--- src/rtl/bcd_pkg.sv ---
// ---------------------------------------------------------------------------
// bcd_pkg
// Shared definitions for the BCD counter slice: digit width, the largest
// legal digit code, the digit type, and a nibble clamp used when loading.
// ---------------------------------------------------------------------------
package bcd_pkg;

  localparam int BCD_W = 4;
  localparam logic [BCD_W-1:0] BCD_MAX = 4'd9;

  typedef logic [BCD_W-1:0] bcd_digit_t;

  // Codes A-F are not decimal digits; they are mapped to 9.
  function automatic bcd_digit_t clamp_to_nine(input bcd_digit_t d);
    return (d > BCD_MAX) ? BCD_MAX : d;
  endfunction

endpackage

--- src/rtl/bcd_digit.sv ---
// ---------------------------------------------------------------------------
// bcd_digit
// One decade of the BCD up/down counter.
// Ports:
//   clk, reset  - clock, asynchronous active-high reset
//   inc, dec    - step direction requests from the top (mutually exclusive)
//   cin         - this digit is allowed to step (carry/borrow from below)
//   load, load_d- synchronous load of load_d (clamped to 9), highest priority
//   q           - current digit value
//   cout        - increment rolls this digit from 9 to 0
//   bout        - decrement rolls this digit from 0 to 9
// ---------------------------------------------------------------------------
module bcd_digit
  import bcd_pkg::*;
(
  input  logic       clk,
  input  logic       reset,
  input  logic       inc,
  input  logic       dec,
  input  logic       cin,
  input  logic       load,
  input  bcd_digit_t load_d,
  output bcd_digit_t q,
  output logic       cout,
  output logic       bout
);

  bcd_digit_t r_q;
  logic       w_top;
  logic       w_zero;

  // An illegal code (A-F) behaves like 9 on the next step.
  assign w_top  = (r_q >= BCD_MAX);
  assign w_zero = (r_q == 4'd0);

  always_ff @(posedge clk or posedge reset) begin
    if (reset) begin
      r_q <= '0;
    end else if (load) begin
      r_q <= clamp_to_nine(load_d);
    end else if (cin && inc) begin
      r_q <= w_top ? 4'd0 : (r_q + 4'd1);
    end else if (cin && dec) begin
      if (w_zero)
        r_q <= BCD_MAX;
      else if (r_q > BCD_MAX)
        r_q <= BCD_MAX - 4'd1;
      else
        r_q <= r_q - 4'd1;
    end
  end

  assign q    = r_q;
  assign cout = cin & inc & w_top;
  assign bout = cin & dec & w_zero;

endmodule

--- src/rtl/bcd_updown_counter.sv ---
// ---------------------------------------------------------------------------
// bcd_updown_counter
// Multi-digit BCD up/down counter with synchronous clear, parallel load and
// wrap or saturate behaviour at 0 and 10^DIGITS-1.
// Parameters:
//   DIGITS   - number of BCD digits (1-8)
//   SATURATE - 0: wrap at the limits, 1: hold at the limits
// Ports:
//   clk, reset - clock, asynchronous active-high reset
//   clear      - synchronous clear to zero (highest priority)
//   load       - synchronous load from load_val, each digit clamped to 9
//   load_val   - BCD load value, digit i in bits [4i+3:4i]
//   en, up     - count enable and direction (1 = increment)
//   count      - current BCD count, digit 0 least significant
//   at_max     - count is all nines
//   at_zero    - count is zero
//   limit      - registered one-cycle pulse: an enabled step hit a limit
// ---------------------------------------------------------------------------
module bcd_updown_counter
  import bcd_pkg::*;
#(
  parameter int DIGITS   = 4,
  parameter bit SATURATE = 1'b0
) (
  input  logic                  clk,
  input  logic                  reset,
  input  logic                  clear,
  input  logic                  load,
  input  logic [4*DIGITS-1:0]   load_val,
  input  logic                  en,
  input  logic                  up,
  output logic [4*DIGITS-1:0]   count,
  output logic                  at_max,
  output logic                  at_zero,
  output logic                  limit
);

  bcd_digit_t w_q    [DIGITS];
  logic       w_cin  [DIGITS];
  logic       w_cout [DIGITS];
  logic       w_bout [DIGITS];

  logic w_load;
  logic w_step;
  logic w_lim_up;
  logic w_lim_dn;
  logic w_hit;
  logic w_inc;
  logic w_dec;
  logic w_limit_nxt;
  logic r_limit;

  // Clear is realised as a load of zero so the digits need a single load path.
  assign w_load = clear | load;
  assign w_step = en & ~w_load;

  // Range limits are decoded straight from the digits so that the saturate
  // gating does not depend on the ripple chain it controls.
  always_comb begin
    w_lim_up = 1'b1;
    w_lim_dn = 1'b1;
    at_max   = 1'b1;
    at_zero  = 1'b1;
    for (int i = 0; i < DIGITS; i++) begin
      w_lim_up = w_lim_up & (w_q[i] >= BCD_MAX);
      w_lim_dn = w_lim_dn & (w_q[i] == 4'd0);
      at_max   = at_max   & (w_q[i] == BCD_MAX);
      at_zero  = at_zero  & (w_q[i] == 4'd0);
    end
  end

  assign w_hit = w_step & (up ? w_lim_up : w_lim_dn);
  assign w_inc = w_step &  up & ~(SATURATE & w_hit);
  assign w_dec = w_step & ~up & ~(SATURATE & w_hit);

  assign w_cin[0] = 1'b1;

  for (genvar i = 0; i < DIGITS; i++) begin : g_digit
    if (i > 0) begin : g_chain
      assign w_cin[i] = w_cout[i-1] | w_bout[i-1];
    end
    bcd_digit u_digit (
      .clk    (clk),
      .reset  (reset),
      .inc    (w_inc),
      .dec    (w_dec),
      .cin    (w_cin[i]),
      .load   (w_load),
      .load_d (clear ? 4'd0 : load_val[4*i +: 4]),
      .q      (w_q[i]),
      .cout   (w_cout[i]),
      .bout   (w_bout[i])
    );
    assign count[4*i +: 4] = w_q[i];
  end

  // When wrapping, the carry/borrow out of the top digit marks the limit;
  // when saturating, the stepping is gated off so the decoded hit is used.
  assign w_limit_nxt = SATURATE ? w_hit
                                : (w_cout[DIGITS-1] | w_bout[DIGITS-1]);

  always_ff @(posedge clk or posedge reset) begin
    if (reset)
      r_limit <= 1'b0;
    else
      r_limit <= w_limit_nxt;
  end

  assign limit = r_limit;

endmodule

--- config.mk ---
export PLATFORM = sky130hd
export DESIGN_NAME = bcd_updown_counter
export DESIGN_NICKNAME = d
export VERILOG_FILES = /design/src/rtl/bcd_pkg.sv /design/src/rtl/bcd_digit.sv /design/src/rtl/bcd_updown_counter.sv
export SDC_FILE = /design/constraint.sdc
export NUM_CORES = 1
export LEC_CHECK = 0
export CORE_AREA = 10 10 64 79
export DETAILED_ROUTE_END_ITERATION = 10
export DIE_AREA = 0 0 74 89
export GPL_TIMING_DRIVEN = 0
export PLACE_DENSITY = 0.83
export SYNTH_ARGS = -nofsm -noshare
export SYNTH_HDL_FRONTEND = slang
export SYNTH_SLANG_ARGS = --single-unit
--- constraint.sdc ---
create_clock -name clk -period 7.1 [get_ports clk]
set_clock_uncertainty 0.2 [all_clocks]
set_input_delay 1.42 -clock clk [delete_from_list [all_inputs] [get_ports clk]]
set_output_delay 1.42 -clock clk [all_outputs]
set_load 0.03 [all_outputs]
# == After elaboration in Yosys (flattened, before gate mapping) ==
# Index checks and enable logic that the tools add are counted.
# totals
output_inout_bits,19
input_bits,22
reg_bits,17
wordCells,105
# classes
mux,32
n_reduce_logical,14
bitwise,30
n_addsub,8
eq_ne,4
order_cmp,12
# ops
op,count
2-to-1 mux 4 bit,32
> comparator 4 bit (second input constant),8
AND 1 bit,23
adder 4 x 1 -> 4 bit (second input constant),4
== test 4 bit (second input constant),4
>= comparator 4 bit (second input constant),4
logical NOT 4 bit,4
subtractor 4 x 1 -> 4 bit (second input constant),4
nonzero test 3 bit,4
logical AND 1 bit,6
bitwise OR 1 bit,5
inverter 1 bit,2

# == Logic depth before layout (Yosys ltp) ==
# Gate-level depths: netlist (run 1).
# logic_depth
word_depth,16
ltp_mapped,9
depth_no_buf,8

# == Cells and area by module ==
# From an unflattened synthesis (run 1), not the netlist that was laid out.
# unflattened
hier_cells,295
area_unflattened_um2,2127.0
# modules_own_cells
mod,cells_each,area_each_um2,seq_area_each_um2,instances
bcd_digit,65,466.7,100.1,4
bcd_updown_counter,35,260.2,25.0,1

# == Worst setup path before layout (run 1) ==
# No wires, ideal clock.
# synth_timing
path_kind,in2reg
startpoint,in clear
endpoint,reg g_digit[3].u_digit.r_q[1]
path_buffers,2
setup_time_ns,0.126
required_time_ns,6.774
stages,8
setup_slack_ns,3.384
arrival_ns,3.390
path_cell_list,buf_6 > nand4bb_4 > or3_1 > buf_6 > nor4_4 > mux2_4 > a32oi_1 > o21ai_1
# synth_via
elab_chain_cells,15
elab_cells_between_ends,26
cone_classes,order compare: 1; mux: 4; bitwise: 18; reduce/logical: 3
# synth_rtl
element,line,source
from (decl),bcd_updown_counter.sv:27,"input logic clear,"
bitwise OR 1 bit,bcd_updown_counter.sv:54,assign w_load = clear | load;
inverter 1 bit,bcd_updown_counter.sv:55,assign w_step = en & ~w_load;
AND 1 bit,bcd_updown_counter.sv:55,
AND 1 bit (on tied branches),"bcd_updown_counter.sv:73, bcd_updown_counter.sv:74",
AND 1 bit (on tied branches),"bcd_digit.sv:54, bcd_digit.sv:55",
bitwise OR 1 bit,bcd_updown_counter.sv:80,assign w_cin[i] = w_cout[i-1] | w_bout[i-1];
AND 1 bit (on tied branches) (2 in a row),"bcd_digit.sv:54, bcd_digit.sv:55",
bitwise OR 1 bit,bcd_updown_counter.sv:80,
AND 1 bit (on tied branches) (2 in a row),"bcd_digit.sv:54, bcd_digit.sv:55",
bitwise OR 1 bit,bcd_updown_counter.sv:80,
logical AND 1 bit,bcd_digit.sv:41,end else if (cin && inc) begin
2-to-1 mux 4 bit,bcd_digit.sv:41,
2-to-1 mux 4 bit,bcd_digit.sv:39,end else if (load) begin
to (signal assigned),bcd_digit.sv:40,r_q <= clamp_to_nine(load_d);
to (signal assigned),bcd_digit.sv:42,r_q <= w_top ? 4'd0 : (r_q + 4'd1);
to (signal assigned),bcd_digit.sv:47,r_q <= BCD_MAX - 4'd1;
to (decl),bcd_digit.sv:28,bcd_digit_t r_q;
# Parallel ways exist; a longest one is shown, timed or not.
# A chain may end at the register's enable or synchronous reset.

# == Worst setup path in the final report (run 1) ==
# layout_timing
startpoint,reg g_digit[2].u_digit.r_q[0]
endpoint,out at_zero
# layout_via
elab_chain_cells,3
# layout_rtl
element,line,source
from (decl),bcd_digit.sv:28,
from (signal assigned),bcd_digit.sv:40,
from (signal assigned),bcd_digit.sv:42,
from (signal assigned),bcd_digit.sv:47,
logical NOT 4 bit,bcd_updown_counter.sv:68,at_zero = at_zero & (w_q[i] == 4'd0);
AND 1 bit (2 in a row),bcd_updown_counter.sv:68,
to (decl),bcd_updown_counter.sv:34,"output logic at_zero,"
# Every way passes these cells.

==> results of run 1 <==
-- layer usage --
metal	track usage (%)	wire length, um	up-vias
li1	-	-	981
met1	19.02	2173	978
met2	27.56	2739	84
met3	3.556	376	19
met4	9.338	153	0
met5	0	0	-
-- final timing paths --
check / end / slack (ns) / depth (start not counted) / from
min: g_digit[2].u_digit.q[1] / 0.42 / 2 / g_digit[2].u_digit.q[1]
max reg2reg: g_digit[3].u_digit.q[1] / 3.91 / 9 / g_digit[0].u_digit.q[0]
max: at_zero / 2.93 / 5 / g_digit[2].u_digit.q[0]
min reg2reg: g_digit[2].u_digit.q[1] / 0.42 / 2 / g_digit[2].u_digit.q[1]
min in group asynchronous: g_digit[1].u_digit.q[2] / 1.37 / 2 / reset
max in group asynchronous: g_digit[0].u_digit.q[3] / 4.88 / 2 / reset
-- layout make-up --
cell class	instances	area, sq um	area share (%)
Multi-Input combinational cell	192	1329	56.19
Sequential cell	17	425.4	17.99
Timing Repair Buffer	39	390.4	16.51
Inverter	17	63.81	2.698
Buffer	12	61.31	2.593
Tap cell	40	50.05	2.116
Clock buffer	4	45.04	1.905
-- critical path, delay by kind of cell, from the launching register on --
family / cells / cell delay (ns)
DFF: 1 / 0.48
adders and majority gates: 1 / 0.27
buffers and inverters: 2 / 0.79
and+or+nand+nor: 2 / 0.76
-- power groups by stage --
| stage | clock, mW | combinational, mW | sequential [mW] |
|---|---|---|---|
| finish | 0.0762 | 0.230 | 0.130 |
| global route | 0.0820 | 0.251 | 0.133 |
| CTS | 0.0770 | 0.228 | 0.130 |
| detailed placement | 0 | 0.227 | 0.132 |
| global placement | 0 | 0.223 | 0.132 |
| floorplan | 0 | 0.133 | 0.151 |
-- cells in the mapped netlist, drive strengths merged, types with 2 or more instances --
master	n	area share (%)
ha	14	9.3
a22o	3	1.4
nand2b	7	2.3
a2bb2oi	2	0.93
nand2	14	2.8
o21ai	18	4.8
nor3	5	1.3
or3	2	0.67
nor3b	6	2.4
o211ai	3	1.2
a31oi	5	1.7
or2	2	0.67
a211oi	4	1.9
o41ai	2	0.93
or3b	2	0.93
dfrtp	17	23
inv	17	3.4
a21oi	13	3.5
nand4b	3	1.4
nor4	3	1.8
buf	4	1.7
a32oi	2	0.93
o22ai	4	1.3
a22oi	5	2.0
o311a	2	1.1
o31ai	5	2.0
o21bai	3	1.8
o311ai	2	0.93
nand3b	2	0.80
mux2i	4	2.1
clkbuf	8	1.6
a221oi	2	0.93
nand3	9	2.4
nand4	2	0.67
nor2b	3	1.0
nor2	23	4.6
and3	2	0.67
-- state kept, by name, summed over array words and instances (netlist names) --
| name | flops |
|---|---|
| g_digit.u_digit.q | 16 |
| limit | 1 |
-- through the flow --
step	hold WS (ns)	cell area, sq um	total power, mW
floorplan	0.5071	1879	0.2834
detailed placement	0.3932	2320	0.3584
global placement	0.3900	2320	0.3549
finish	0.4153	2365	0.4362
CTS	0.4127	2365	0.4347
global route	0.4688	2365	0.4651
-- kinds of logic (layout without fill, tap and decap cells) --
| family | Yosys count | in the layout | share of synthesized area [%] |
|---|---|---|---|
| compound gates | 83 | 83 | 30.89 |
| buf+inv | 29 | 72 | 6.657 |
| flops | 17 | 17 | 22.64 |
| fa+ha+maj | 14 | 14 | 9.321 |
| simple gates | 90 | 90 | 27.56 |
| mux | 5 | 5 | 2.929 |
==> out/results.tsv, run 1 <==
stage	metric	value	unit
layout	diodes	0	
synthesis	synth_edf_count	0	
layout	final_nets	318	
detailed_routing	drt-vias-per-instance	6.424	
detailed_routing	wl_per_cell	16.96	um
synthesis	yosysUniqueCellTypes	57	
synthesis	netlist_area	1879	sq um
floorplanning	io_pins	41	
floorplanning	chipWidth	74	um
clock_network	cts_hold_buffers	0	
synthesis	synthesis.nets	274	
worst_setup_path	startpoint_type	flip-flop	
grt	grt_pass1_vias	1966	
grt	grt_max_degree	18	
worst_setup_path	crit_arrival	2.55	ns
timing	worst_slack	2.929	ns
worst_setup_path	crit_slowest_cell	clkdlybuf4s50_1	
synthesis	synth_area_per_cell	7.896	sq um
clock_network	cts_max_level	1	
floorplanning	die-area	6586	sq um
detailed_routing	remaining_drc_errors	0	
clock_network	cts_setup_buffers	0	
placed_design	dp_hpwl	4.193	mm
detailed_routing	detail-route-antenna-nets	0	
clock_network	cts_inserted_buffers	3	
grt	grt_usage	16.57	%
worst_hold_path	hold_path.class	reg -> reg	
layout	syn2layout_area_growth	25.83	%
worst_setup_path	cp.required	5.48	ns
detailed_routing	routed_wl	5.443	mm
synthesis	ys_seq_area_share	22.64	%
clock_network	cts_tree	built	
worst_setup_path	critical_path_class	reg -> out	
timing	finalHoldViolations	0	
floorplanning	die_h	89	um
power_and_ir_drop	p_seq_share	29.9	%
power_and_ir_drop	pwr-share-comb	52.6	%
clock_network	cts_root_buffer	clkbuf_8	
layout	final_cell_mix	clkdlybuf4s50_1 (39), nor2_1 (23), inv_1 (17), o21ai_0 (17), dfrtp_1 (17)	
clock_network	postCtsResizedCells	0	
layout	fillers	333	
synthesis	synth.ff_latch_count	17	
clock_network	cts_buffer_depth	2	
worst_setup_path	max_stage_delay	0.68	ns
floorplanning	fp.coreArea	3660	sq um
timing	setup_viol	0	
status	status	complete, no violations	
detailed_routing	dr.pass1.iters	5	
detailed_routing	vias	2062	
timing	tns	0	ns
grt	grt_pass1_wl	8.866	mm
clock_network	cts.sinks	17	
timing	tightest_slew	0.7235	ns
synthesis	yosys_warnings	0	
power_and_ir_drop	netSwitchingPower	189.0	uW
timing	max_freq	0.2398	GHz
timing	rsz0062_at_grt	no	
timing	slew_headroom	51.41	%
detailed_routing	drtIter0Drc	145	
power_and_ir_drop	leakage	0.9256	nW
layout	utilization	64.62	%
power_and_ir_drop	netSwitchingFraction	43.33	%
synthesis	postSynthCellCount	238	
timing	slew_viol_final	0	
floorplanning	num_rows	25	
clock_network	cts.reportedPaths.clkPinSlew	0.07	ns
power_and_ir_drop	p_per_area	184.5	nW/um^2
placed_design	place_inst	317	
worst_setup_path	path_max_fanout	8	
timing	finalCriticalPeriod	4.171	ns
synthesis	synthArstFlopShare	100.0	%
placed_design	dp_slack	2.732	ns
synthesis	ys.flop_type	dfrtp_1	
placed_design	numPortBuffers	39	
clock_network	clk_latency	0.26	ns
power_and_ir_drop	pwr-share-clk	17.5	%
worst_setup_path	end_kind	output pin	
run	drv_cap	0	
placed_design	gp_congestion	0.9229	
grt	antenna_found_initial	0	
floorplanning	start_util	51.35	%
power_and_ir_drop	power.internal	247.2	uW
layout	drive_above_1_share	6.050	%
worst_setup_path	crit_chain	inv_1 > ha_1 > nor3b_1 > and4_1 > clkdlybuf4s50_1	
layout	final_cells	321	
grt	grt_overflow	0	
layout	final_common_cell	clkdlybuf4s50_1	
power_and_ir_drop	peakVddDrop	0.1581	mV
timing	fin_crit_sh	58.74	%
No activity file was read; power rests on OpenSTA's default activity.
==> inputs of run 2 (changes only) <==
--- a/config.mk
+++ b/config.mk
@@ -5,11 +5,11 @@
 export SDC_FILE = /design/constraint.sdc
 export NUM_CORES = 1
 export LEC_CHECK = 0
-export CORE_AREA = 10 10 64 79
+export CORE_AREA = 10 10 66 81
 export DETAILED_ROUTE_END_ITERATION = 10
-export DIE_AREA = 0 0 74 89
+export DIE_AREA = 0 0 76 91
 export GPL_TIMING_DRIVEN = 0
-export PLACE_DENSITY = 0.83
+export PLACE_DENSITY = 0.78
 export SYNTH_ARGS = -nofsm -noshare
 export SYNTH_HDL_FRONTEND = slang
 export SYNTH_SLANG_ARGS = --single-unit
==> constraint.sdc (replaced) <==
create_clock -name clk -period 4.3 [get_ports clk]
set_clock_uncertainty 0.2 [all_clocks]
set_input_delay 0.86 -clock clk [delete_from_list [all_inputs] [get_ports clk]]
set_output_delay 0.86 -clock clk [all_outputs]
set_load 0.03 [all_outputs]
==> run 2 against run 1 <==
Compared with the run above:
- die area rose by 5.0%
- hold slack got worse by 0.0032 ns
- sequential cell count did not move
- combinational power rose by 63%
- via count fell by 2.3%
- non-clock buffer count did not move
- highest routed layer unchanged
- critical path depth did not move
- critical endpoint unchanged
- wire length rose by 0.55%
- clock-buffer cell count did not move
==> out/results.tsv, run 2 (synthesized netlist as in run 1, its figures left out) <==
stage	metric	value	unit
timing	slew_headroom	48.97	%
worst_setup_path	cp.required	3.24	ns
placed_design	dp_hpwl	4.213	mm
worst_setup_path	r2r_slack	1.10	ns
timing	slew_viol_final	0	
worst_setup_path	end_kind	output pin	
placed_design	dp_slack	0.4540	ns
detailed_routing	dr.pass1.iters	4	
timing	tns	0	ns
worst_hold_path	min_from	g_digit[2].u_digit.q[1]	
floorplanning	num_rows	25	
worst_setup_path	critical_path_class	reg -> out	
worst_setup_path	reg2reg_depth	9	
worst_setup_path	worstReg2RegStart	g_digit[0].u_digit.q[0]	
detailed_routing	remaining_drc_errors	0	
status	status	complete, no violations	
clock_network	cts.reportedPaths.clkPinSlew	0.08	ns
timing	worst_slack	0.7001	ns
worst_setup_path	path_buf_inv	2	
grt	antenna_found_initial	0	
clock_network	cts_hold_buffers	0	
worst_setup_path	crit_slowest_cell	clkdlybuf4s50_1	
grt	grt_pass1_wl	9.335	mm
clock_network	cts_root_buffer	clkbuf_8	
timing	finalCriticalPeriod	3.600	ns
layout	diodes	0	
layout	final_cell_mix	clkdlybuf4s50_1 (39), nor2_1 (23), inv_1 (17), o21ai_0 (17), dfrtp_1 (17)	
clock_network	cts_max_level	1	
worst_setup_path	path_max_fanout	8	
power_and_ir_drop	leakage	0.9256	nW
timing	fin_crit_sh	83.72	%
placed_design	gp_congestion	0.9402	
timing	rsz0062_at_grt	no	
power_and_ir_drop	peakVddDrop	0.1582	mV
layout	largest_reg_flops	16	
timing	setup_viol	0	
worst_setup_path	max_stage_delay	0.68	ns
layout	drive_above_1_share	6.050	%
worst_hold_path	hold_path.class	reg -> reg	
clock_network	cts_buffer_depth	2	
grt	grt_max_degree	18	
floorplanning	die-area	6916	sq um
worst_setup_path	r2r_end	g_digit[3].u_digit.q[1]	
run	drv_cap	0	
worst_hold_path	min_to	g_digit[2].u_digit.q[1]	
detailed_routing	routed_wl	5.473	mm
layout	final_nets	318	
placed_design	numPortBuffers	39	
clock_network	cts_setup_buffers	0	
floorplanning	start_util	49.65	%
grt	grt_overflow	0	
worst_setup_path	cp_top_family	buffers and inverters	
detailed_routing	drtIter0Drc	246	
clock_network	clk_latency	0.27	ns
floorplanning	fp.coreArea	3785	sq um
clock_network	cts.sinks	17	
detailed_routing	wl_per_cell	16.34	um
worst_setup_path	startpoint_type	flip-flop	
worst_hold_path	min_path_cells	2	
timing	max_freq	0.2778	GHz
clock_network	postCtsResizedCells	0	
detailed_routing	drt-vias-per-instance	6.015	
layout	syn2layout_area_growth	26.76	%
grt	grt_pass1_vias	2025	
grt	grt_usage	15.80	%
power_and_ir_drop	p_per_area	304.0	nW/um^2
clock_network	cts_tree	built	
floorplanning	die_h	91	um
worst_setup_path	crit_arrival	2.54	ns
worst_setup_path	crit_chain	inv_1 > ha_1 > nor3b_1 > and4_1 > clkdlybuf4s50_1	
layout	final_common_cell	clkdlybuf4s50_1	
worst_setup_path	critPathLaunch	g_digit[2].u_digit.q[0]	
clock_network	cts_inserted_buffers	3	
floorplanning	chipWidth	76	um
timing	tightest_slew	0.7595	ns
timing	finalHoldViolations	0	
detailed_routing	vias	2015	
floorplanning	io_pins	41	
detailed_routing	detail-route-antenna-nets	0	
-- run 2: cell counts in the layout (fill, tap and decap cells not counted) --
Identical to the previous run, type by type.
-- run 2: area by class of cell --
| type | count | area (sq um) |
|---|---|---|
| clock buffers | 4 | 45.04 |
| inverters | 17 | 63.81 |
| flip-flops and latches | 17 | 425.4 |
| multi-input cells | 192 | 1329 |
| well taps | 54 | 67.56 |
| fillers | 340 | 1403 |
| repair buffers | 39 | 390.4 |
| plain buffers | 12 | 61.31 |
-- run 2: worst register-to-register path: stages (launching register included) --
cell     delay [ns]
dfrtp_1        0.48
inv_1          0.12
ha_1           0.28
nor3b_1        0.20
or3_1          0.34
buf_6          0.16
nor4_4         0.66
mux2_4         0.36
a32oi_1        0.20
o21ai_1        0.08
-- run 2: layer usage --
| layer | up-vias | share of wire, % | track usage (%) | wire, um |
|---|---|---|---|---|
| met1 | 933 | 43 | 17.79 | 2330 |
| li1 | 986 | - | - | - |
| met3 | 12 | 6.2 | 3.452 | 342 |
| met5 | - | 0 | 0 | 0 |
| met4 | 0 | 2.3 | 7.278 | 125 |
| met2 | 84 | 49 | 27.63 | 2675 |
-- run 2: metrics by stage --
| step | total power, mW | area [sq um] | instances | hold slack [ns] | util (%) |
|---|---|---|---|---|---|
| floorplan | 0.4680 | 1879 | 238 | 0.5071 | - |
| global placement | 0.5841 | 2337 | 331 | 0.3916 | 61.75 |
| detailed placement | 0.5901 | 2337 | 331 | 0.3947 | 61.75 |
| CTS | 0.7223 | 2382 | 335 | 0.4122 | 62.94 |
| global route | 0.7741 | 2382 | 335 | 0.4596 | 62.94 |
| finish | 0.7242 | 2382 | 335 | 0.4121 | 62.94 |
-- run 2: power by group --
part           internal, mW  leakage, nW  switching [mW]
clock network        0.0662       0.0228          0.0688
logic                 0.162        0.682           0.214
registers             0.179        0.221          0.0338
total                 0.407        0.926           0.317
-- run 2: worst max path at each step --
stage	cells past startpoint	to	slack (ns)
2_1_floorplan	8	g_digit[3].u_digit.q[1]	1.14
5_1_grt	5	at_zero	0.55
6_report	5	at_zero	0.70
3_3_place_gp	8	g_digit[3].u_digit.q[1]	0.49
3_5_place_dp	8	g_digit[3].u_digit.q[1]	0.45
4_1_cts	8	g_digit[3].u_digit.q[1]	0.73
